===== src/rtl/cnn_pkg.sv =====
// Shared definitions for the CNN datapath sequencers.
//   - Default data width and feature-map dimensions.
//   - Sequencer state encoding for pool_sched.
//   - pooled_size(): number of 2x2 max-pool results for a w x h map.
package cnn_pkg;

  localparam int unsigned CnnDataW = 32;
  localparam int unsigned CnnMapW  = 26;
  localparam int unsigned CnnMapH  = 26;
  localparam int unsigned CnnNumCh = 3;

  typedef enum logic [2:0] {
    StIdle,
    StClr,
    StFeed,
    StDrain,
    StDone
  } pool_state_e;

  function automatic int unsigned pooled_size(input int unsigned w, input int unsigned h);
    return (w / 2) * (h / 2);
  endfunction

endpackage


===== src/rtl/pool_addr_gen.sv =====
// Raster read-address generator for pool_sched.
// Holds the channel/row/col counters and forms ch*W*H + row*W + col.
// Ports:
//   clk, clr      clock, asynchronous active-high reset
//   init          clear channel, row and col (new run)
//   feed          sequencer is in its feed phase
//   hold          suspend read issue while feeding
//   next_ch       advance to the next channel
//   rd_en         read strobe issued this cycle
//   rd_addr       feature-map read address
//   last          this cycle issues the final pixel of the channel
//   last_ch       current channel is the final one
//   ch            current channel index
module pool_addr_gen
  import cnn_pkg::*;
#(
  parameter int unsigned W     = CnnMapW,
  parameter int unsigned H     = CnnMapH,
  parameter int unsigned N_CH  = CnnNumCh,
  parameter int unsigned FM_AW = $clog2(N_CH * W * H),
  parameter int unsigned CH_W  = $clog2(N_CH) + 1
) (
  input  logic             clk,
  input  logic             clr,
  input  logic             init,
  input  logic             feed,
  input  logic             hold,
  input  logic             next_ch,
  output logic             rd_en,
  output logic [FM_AW-1:0] rd_addr,
  output logic             last,
  output logic             last_ch,
  output logic [CH_W-1:0]  ch
);

  localparam int unsigned ColW = (W > 1) ? $clog2(W) : 1;
  localparam int unsigned RowW = (H > 1) ? $clog2(H) : 1;

  logic [ColW-1:0] col_q, col_d;
  logic [RowW-1:0] row_q, row_d;
  logic [CH_W-1:0] ch_q, ch_d;
  logic            col_end, row_end;

  assign rd_en   = feed & ~hold;
  assign col_end = (col_q == ColW'(W - 1));
  assign row_end = (row_q == RowW'(H - 1));
  assign last    = rd_en & col_end & row_end;
  assign last_ch = (ch_q == CH_W'(N_CH - 1));
  assign ch      = ch_q;

  // Each term is widened to FM_AW before multiplying so the products never truncate.
  assign rd_addr = FM_AW'(ch_q) * FM_AW'(W * H)
                 + FM_AW'(row_q) * FM_AW'(W)
                 + FM_AW'(col_q);

  always_comb begin
    col_d = col_q;
    row_d = row_q;
    ch_d  = ch_q;
    if (init) begin
      col_d = '0;
      row_d = '0;
      ch_d  = '0;
    end else begin
      if (rd_en) begin
        if (col_end) begin
          col_d = '0;
          // Row wraps after the final pixel so the next channel starts at (0,0).
          row_d = row_end ? '0 : row_q + RowW'(1);
        end else begin
          col_d = col_q + ColW'(1);
        end
      end
      if (next_ch) begin
        ch_d = ch_q + CH_W'(1);
      end
    end
  end

  always_ff @(posedge clk or posedge clr) begin
    if (clr) begin
      col_q <= '0;
      row_q <= '0;
      ch_q  <= '0;
    end else begin
      col_q <= col_d;
      row_q <= row_d;
      ch_q  <= ch_d;
    end
  end

endmodule


===== src/rtl/pool_sched.sv =====
// Sequencer for the 2x2 max-pool + ReLU stage.
// Streams N_CH feature maps from the conv-output RAM into pool_relu one pixel
// per clock, clears the pool before each channel, and writes pooled results
// to the pooled-map RAM at a running address.
// Ports:
//   clk, clr                     clock, asynchronous active-high reset
//   start                        run request (only honoured when idle)
//   hold                         stall read issue while feeding
//   busy, done                   run in progress / one-cycle completion pulse
//   ch_idx                       current channel
//   fm_rd_en/addr/data           feature-map RAM read port (1-cycle latency)
//   pool_clr                     synchronous clear to pool_relu
//   pool_in_valid/data           pixel stream into pool_relu
//   pool_out_valid/data          pooled stream from pool_relu
//   out_wr_en/addr/data          pooled-map RAM write port
module pool_sched
  import cnn_pkg::*;
#(
  parameter int unsigned D_W    = CnnDataW,
  parameter int unsigned W      = CnnMapW,
  parameter int unsigned H      = CnnMapH,
  parameter int unsigned N_CH   = CnnNumCh,
  parameter int unsigned FM_AW  = $clog2(N_CH * W * H),
  parameter int unsigned OUT_AW = $clog2(N_CH * (W / 2) * (H / 2))
) (
  input  logic                     clk,
  input  logic                     clr,
  input  logic                     start,
  input  logic                     hold,
  output logic                     busy,
  output logic                     done,
  output logic [$clog2(N_CH):0]    ch_idx,
  output logic                     fm_rd_en,
  output logic [FM_AW-1:0]         fm_rd_addr,
  input  logic [D_W-1:0]           fm_rd_data,
  output logic                     pool_clr,
  output logic                     pool_in_valid,
  output logic [D_W-1:0]           pool_in_data,
  input  logic                     pool_out_valid,
  input  logic [D_W-1:0]           pool_out_data,
  output logic                     out_wr_en,
  output logic [OUT_AW-1:0]        out_wr_addr,
  output logic [D_W-1:0]           out_wr_data
);

  localparam int unsigned ChW   = $clog2(N_CH) + 1;
  localparam int unsigned PoolN = pooled_size(W, H);
  localparam int unsigned CntW  = $clog2(PoolN + 1);

  if ((W % 2) != 0) begin : g_w_odd
    $error("pool_sched: W must be even");
  end
  if ((H % 2) != 0) begin : g_h_odd
    $error("pool_sched: H must be even");
  end

  pool_state_e       state_q, state_d;
  logic [OUT_AW-1:0] wr_cnt_q, wr_cnt_d;
  logic [CntW-1:0]   ch_cnt_q, ch_cnt_d;
  logic              in_valid_q;

  logic              feed, init, next_ch, last, last_ch, drained;

  assign feed    = (state_q == StFeed);
  assign drained = (ch_cnt_q == CntW'(PoolN));

  pool_addr_gen #(
    .W     (W),
    .H     (H),
    .N_CH  (N_CH),
    .FM_AW (FM_AW),
    .CH_W  (ChW)
  ) u_addr_gen (
    .clk     (clk),
    .clr     (clr),
    .init    (init),
    .feed    (feed),
    .hold    (hold),
    .next_ch (next_ch),
    .rd_en   (fm_rd_en),
    .rd_addr (fm_rd_addr),
    .last    (last),
    .last_ch (last_ch),
    .ch      (ch_idx)
  );

  // Pool results only land while a channel is being processed.
  assign out_wr_en     = pool_out_valid & ((state_q == StFeed) | (state_q == StDrain));
  assign out_wr_addr   = wr_cnt_q;
  assign out_wr_data   = pool_out_data;
  assign pool_in_valid = in_valid_q;
  assign pool_in_data  = fm_rd_data;
  assign busy          = (state_q != StIdle);
  assign pool_clr      = (state_q == StClr);
  assign done          = (state_q == StDone);

  always_comb begin
    state_d = state_q;
    init    = 1'b0;
    next_ch = 1'b0;
    unique case (state_q)
      StIdle: begin
        if (start) begin
          init    = 1'b1;
          state_d = StClr;
        end
      end
      StClr: begin
        state_d = StFeed;
      end
      StFeed: begin
        if (last) begin
          state_d = StDrain;
        end
      end
      StDrain: begin
        if (drained) begin
          if (last_ch) begin
            state_d = StDone;
          end else begin
            next_ch = 1'b1;
            state_d = StClr;
          end
        end
      end
      StDone: begin
        state_d = StIdle;
      end
      default: begin
        state_d = StIdle;
      end
    endcase
  end

  always_comb begin
    wr_cnt_d = wr_cnt_q;
    ch_cnt_d = ch_cnt_q;
    if (init) begin
      wr_cnt_d = '0;
    end else if (out_wr_en) begin
      wr_cnt_d = wr_cnt_q + OUT_AW'(1);
    end
    if (state_q == StClr) begin
      ch_cnt_d = '0;
    end else if (out_wr_en) begin
      ch_cnt_d = ch_cnt_q + CntW'(1);
    end
  end

  always_ff @(posedge clk or posedge clr) begin
    if (clr) begin
      state_q    <= StIdle;
      wr_cnt_q   <= '0;
      ch_cnt_q   <= '0;
      in_valid_q <= 1'b0;
    end else begin
      state_q    <= state_d;
      wr_cnt_q   <= wr_cnt_d;
      ch_cnt_q   <= ch_cnt_d;
      in_valid_q <= fm_rd_en;
    end
  end

endmodule


===== config.mk =====
export PLATFORM = sky130hd
export DESIGN_NAME = pool_sched
export DESIGN_NICKNAME = d
export VERILOG_FILES = /design/src/rtl/cnn_pkg.sv /design/src/rtl/pool_addr_gen.sv /design/src/rtl/pool_sched.sv
export SDC_FILE = /design/constraint.sdc
export NUM_CORES = 1
export LEC_CHECK = 0
export ABC_CLOCK_PERIOD_IN_PS = 3500
export BUFFER_PORTS_ARGS = -buffer_cell sky130_fd_sc_hd__buf_2
export CAP_MARGIN = 10
export CORE_MARGIN = 8
export CORE_UTILIZATION = 38
export CTS_BUF_LIST = sky130_fd_sc_hd__clkbuf_4
export CTS_CLUSTER_DIAMETER = 120
export DETAILED_ROUTE_END_ITERATION = 8
export GPL_TIMING_DRIVEN = 1
export PLACE_DENSITY = 0.7
export SLEW_MARGIN = 5
export SYNTH_ARGS = -nofsm -noshare
export SYNTH_HDL_FRONTEND = slang
export SYNTH_SLANG_ARGS = --single-unit
export TNS_END_PERCENT = 30

===== constraint.sdc =====
create_clock -name clk -period 3.5 [get_ports clk]
set_input_delay 0.35 -clock clk [delete_from_list [all_inputs] [get_ports clk]]
set_output_delay 0.35 -clock clk [all_outputs]
set_load 0.02 [all_outputs]

==> results.py <==
metrics = {
    "cells_and_area": {
        "drive_gt1_share_pct": 30.9,
        "antenna-diode-count": 0,
        "final_design_area_no_fill_mm2": 0.00363,
        "postLayoutCoreUtil_pct": 44.0,
        "flow.area_growth_from_synthesis_pct": 12.1,
        "finalNetCount": 483,
    },
    "floorplanning": {
        "row_count": 33,
        "die_area_mm2": 0.0117,
        "ios": 162,
        "dieWidth_um": 108,
        "placeableCoreArea_mm2": 0.00826,
        "initial_utilization_pct": 39.2,
        "dieHeight_um": 108,
    },
    "synthesis": {
        "synth-main-ff-cell": "sky130_fd_sc_hd__dfrtp_1",
        "synth_area_mm2": 0.00324,
        "post_synth_inst_count": 366,
        "synth.distinct_cells": 49,
        "yosysWarnings": 0,
        "synth_enable_flop_cells": 0,
        "mappedNetlistNets": 481,
        "postSynthAreaPerCell_um2": 8.85,
        "synth-seq-cells": 34,
        "synth_sequential_area_ratio_pct": 26.3,
        "async_reset_ff_share_pct": 100,
    },
    "run": {
        "drv.max_cap_violation_count": 0,
    },
    "drt": {
        "drt_pass1_iterations": 4,
        "num_vias": 2374,
        "first_iter_violations": 75,
        "drt_drc_violations_left": 0,
        "wl_per_cell_um": 14.1,
        "route.met2.wl_mm": 3.36,
        "maxUsedRoutingLayer": "met4",
        "postRouteWirelength_mm": 6.71,
        "post_drt_via_cell_ratio": 5.01,
        "route.antenna.remaining_nets": 0,
        "wl_met3_um": 491,
        "wl_met1_mm": 2.77,
    },
    "timing": {
        "min_period_ns": 4.20,
        "relSlewSlack_pct": 60.1,
        "finalSetupViolations": 6,
        "fin_worst_skew_ns": 0.00588,
        "timing_worst_slew_pin_value_ns": 0.599,
        "final_worst_path_period_share_pct": 120,
        "report.final.hold_viol_count": 0,
        "fmax_ghz": 0.238,
        "postLayoutSetupSlackWorst_ns": -0.700,
        "setup_repair_after_global_routing_missed_its_margin": "true",
        "slew_violations": 0,
    },
    "clocking": {
        "h-tree-depth": 2,
        "cts_hold_buf": 0,
        "numCtsBuffers": 5,
        "clock_tree_from_tritoncts": "done",
        "cts_max_path_buffers": 2,
        "root_buffer": "sky130_fd_sc_hd__clkbuf_4",
        "clk-insertion-delay-late_ns": 0.34,
        "cts.sinks": 34,
        "path_clk_slew_ns": 0.11,
    },
    "power_and_ir_drop": {
        "worst_ir_drop_vdd_uv": 360,
        "power.combinational.fraction_pct": 43.1,
        "finalPower_mw": 1.74,
        "p_leak_nw": 1.70,
        "cell_internal_pwr_mw": 1.05,
        "power.share.switching_pct": 39.5,
        "clock_power_share_pct": 21.0,
        "seq_power_share_pct": 35.9,
        "pwr_density_cell_mw_per_mm2": 479,
        "switching_power_uw": 687,
    },
    "run_status": {
        "failed_checks": "negative setup slack",
        "run_status": "finished, violations left",
    },
    "placed_design": {
        "dp.final_hpwl_mm": 5.11,
        "gp_congestion": 0.782,
        "place_area_mm2": 0.00327,
        "port_buffers": 33,
        "pre_cts_slack_ns": -0.426,
    },
    "grt": {
        "antenna_found_initial": 0,
        "grt.overflow.total": 0,
        "first_global_vias": 2417,
        "maximum_number_of_pins_on_one_net_before_global_route_repair": 35,
        "global_route_wire_length_before_repair_mm": 11.3,
        "global_route.usage.total_pct": 11.6,
    },
    "setup_path": {
        "timing_worst_setup_path_type": "register to primary output",
        "critPathArrivalTime_ns": 3.85,
        "critical_path_peak_fanout": 3,
        "critPathCaptureType": "primary output",
        "worst-endpoint-required_ns": 3.15,
        "startpoint_types": "register",
    },
    "min_path": {
        "hold_path.class": "input pin to async pin",
    },
}
[flip-flops by register name, indices dropped and copies added, names as in the netlist]
signal            cells
state_q               3
u_addr_gen.col_q      5
ch_cnt_q              8
u_addr_gen.row_q      5
out_wr_addr           9
pool_in_valid         1
u_addr_gen.ch         3
[layout by cell type (no fill, tap or decap), types with 5 or more instances in the layout]
cell | netlist | routed
sky130_fd_sc_hd__nand2_1 | 22 | 22
sky130_fd_sc_hd__xor2_1 | 6 | 6
sky130_fd_sc_hd__xnor2_1 | 21 | 19
sky130_fd_sc_hd__inv_1 | 40 | 34
sky130_fd_sc_hd__nor3_1 | 10 | 9
sky130_fd_sc_hd__nand3_1 | 7 | 6
sky130_fd_sc_hd__ha_4 | 0 | 11
sky130_fd_sc_hd__o21ai_0 | 13 | 12
sky130_fd_sc_hd__dfrtp_1 | 34 | 33
sky130_fd_sc_hd__ha_1 | 40 | 28
sky130_fd_sc_hd__buf_4 | 65 | 34
sky130_fd_sc_hd__inv_2 | 0 | 5
sky130_fd_sc_hd__fa_1 | 6 | 5
sky130_fd_sc_hd__buf_2 | 3 | 27
sky130_fd_sc_hd__nor2_1 | 20 | 19
sky130_fd_sc_hd__clkbuf_4 | 0 | 5
sky130_fd_sc_hd__buf_6 | 1 | 5
sky130_fd_sc_hd__nand4_1 | 6 | 6
sky130_fd_sc_hd__nor2b_1 | 5 | 5
sky130_fd_sc_hd__a21oi_1 | 15 | 13
[timing repair]
| action | in CTS | in global routing |
|---|---|---|
| buffers inserted | 3 | 0 |
| pin swaps | 18 | 8 |
| setup endpoints to repair | 6 | 7 |
| gates resized for setup | 22 | 24 |
[cell families (layout without fill, tap and decap cells)]
| group | count (synthesis) | in the layout | synth area share, % |
|---|---|---|---|
| buf+inv | 111 | 114 | 20.7 |
| simple gates | 101 | 101 | 17.7 |
| compound gates | 47 | 47 | 8.77 |
| fa+ha+maj | 46 | 46 | 19.2 |
| flops | 34 | 34 | 26.3 |
| xor+xnor | 27 | 27 | 7.30 |
[worst max-delay path, stage by stage (launching register included)]
cell	delay, ns
sky130_fd_sc_hd__dfrtp_2	0.46
sky130_fd_sc_hd__ha_4	0.27
sky130_fd_sc_hd__inv_2	0.03
sky130_fd_sc_hd__fa_1	0.48
sky130_fd_sc_hd__buf_4	0.16
sky130_fd_sc_hd__fa_2	0.34
sky130_fd_sc_hd__nor2b_1	0.11
sky130_fd_sc_hd__o21ai_1	0.08
sky130_fd_sc_hd__nand2_1	0.08
sky130_fd_sc_hd__xor2_1	0.15
sky130_fd_sc_hd__ha_1	0.28
sky130_fd_sc_hd__ha_4	0.17
sky130_fd_sc_hd__or4_4	0.49
sky130_fd_sc_hd__o22ai_4	0.13
sky130_fd_sc_hd__xnor2_2	0.13
sky130_fd_sc_hd__buf_4	0.15
[metrics by stage]
step	cells	TNS (ns)	hold slack, ns
final	474	-2.90	0.0843
after global routing	474	-3.77	0.106
after CTS	474	-3.13	0.0748
after detailed placement	463	-1.24	0.471
after global placement	463	-0.910	0.478
after floorplan	366	-0.471	0.492
[cell type report]
type                            instances  area, um2
Clock buffer                            5       37.5
Clock inverter                          3       68.8
Fill cell                             804       4630
Inverter                               40        153
Multi-Input combinational cell        221       1940
Sequential cell                        34        852
Tap cell                              105        131
Timing Repair Buffer                   66        447
[cell usage after synthesis, types with 2 or more instances]
| library cell | instances | area (um2) |
|---|---|---|
| sky130_fd_sc_hd__a211oi_1 | 2 | 15.0 |
| sky130_fd_sc_hd__a21oi_1 | 15 | 75.1 |
| sky130_fd_sc_hd__and3_1 | 2 | 12.5 |
| sky130_fd_sc_hd__buf_2 | 3 | 15.0 |
| sky130_fd_sc_hd__buf_4 | 65 | 488 |
| sky130_fd_sc_hd__clkbuf_1 | 2 | 7.51 |
| sky130_fd_sc_hd__dfrtp_1 | 34 | 851 |
| sky130_fd_sc_hd__fa_1 | 6 | 120 |
| sky130_fd_sc_hd__ha_1 | 40 | 500 |
| sky130_fd_sc_hd__inv_1 | 40 | 150 |
| sky130_fd_sc_hd__nand2_1 | 22 | 82.6 |
| sky130_fd_sc_hd__nand2b_1 | 2 | 12.5 |
| sky130_fd_sc_hd__nand3_1 | 7 | 35.0 |
| sky130_fd_sc_hd__nand4_1 | 6 | 37.5 |
| sky130_fd_sc_hd__nand4b_1 | 3 | 26.3 |
| sky130_fd_sc_hd__nor2_1 | 20 | 75.1 |
| sky130_fd_sc_hd__nor2b_1 | 5 | 31.3 |
| sky130_fd_sc_hd__nor3_1 | 10 | 50.1 |
| sky130_fd_sc_hd__nor3b_1 | 4 | 30.0 |
| sky130_fd_sc_hd__o211ai_1 | 3 | 22.5 |
| sky130_fd_sc_hd__o21ai_0 | 13 | 65.1 |
| sky130_fd_sc_hd__o22ai_1 | 2 | 12.5 |
| sky130_fd_sc_hd__o31ai_1 | 2 | 15.0 |
| sky130_fd_sc_hd__o41ai_1 | 2 | 17.5 |
| sky130_fd_sc_hd__or2_2 | 2 | 12.5 |
| sky130_fd_sc_hd__or3_1 | 4 | 25.0 |
| sky130_fd_sc_hd__or4_1 | 3 | 22.5 |
| sky130_fd_sc_hd__xnor2_1 | 21 | 184 |
| sky130_fd_sc_hd__xor2_1 | 6 | 52.6 |
[layer usage]
layer	up-vias	track usage, %
li1	1176	-
met1	1126	13.5
met2	55	19.4
met3	17	4.16
met4	0	4.01
met5	-	0
[worst paths after layout]
kind,endpoint,from,slack [ns],cells after the start
worst min-delay path,pool_in_valid,clr,0.08,3
min in group clk,pool_in_valid,hold,0.24,2
worst max register to register,u_addr_gen.ch[2],u_addr_gen.ch[0],1.38,6
worst min register to register,out_wr_addr[8],out_wr_addr[8],0.56,2
max in group asynchronous,u_addr_gen.row_q[1],clr,3.08,3
worst max-delay path,fm_rd_addr[10],u_addr_gen.row_q[1],-0.70,15
[power by group through the flow]
stage	combinational (mW)	clock, mW	sequential, mW
after floorplan	0.565	0	0.643
after global placement	0.695	0	0.619
after detailed placement	0.711	0	0.626
after CTS	0.736	0.375	0.621
after global routing	0.836	0.393	0.640
final	0.749	0.366	0.624
Note: power is estimated with default switching activity, not from simulation.
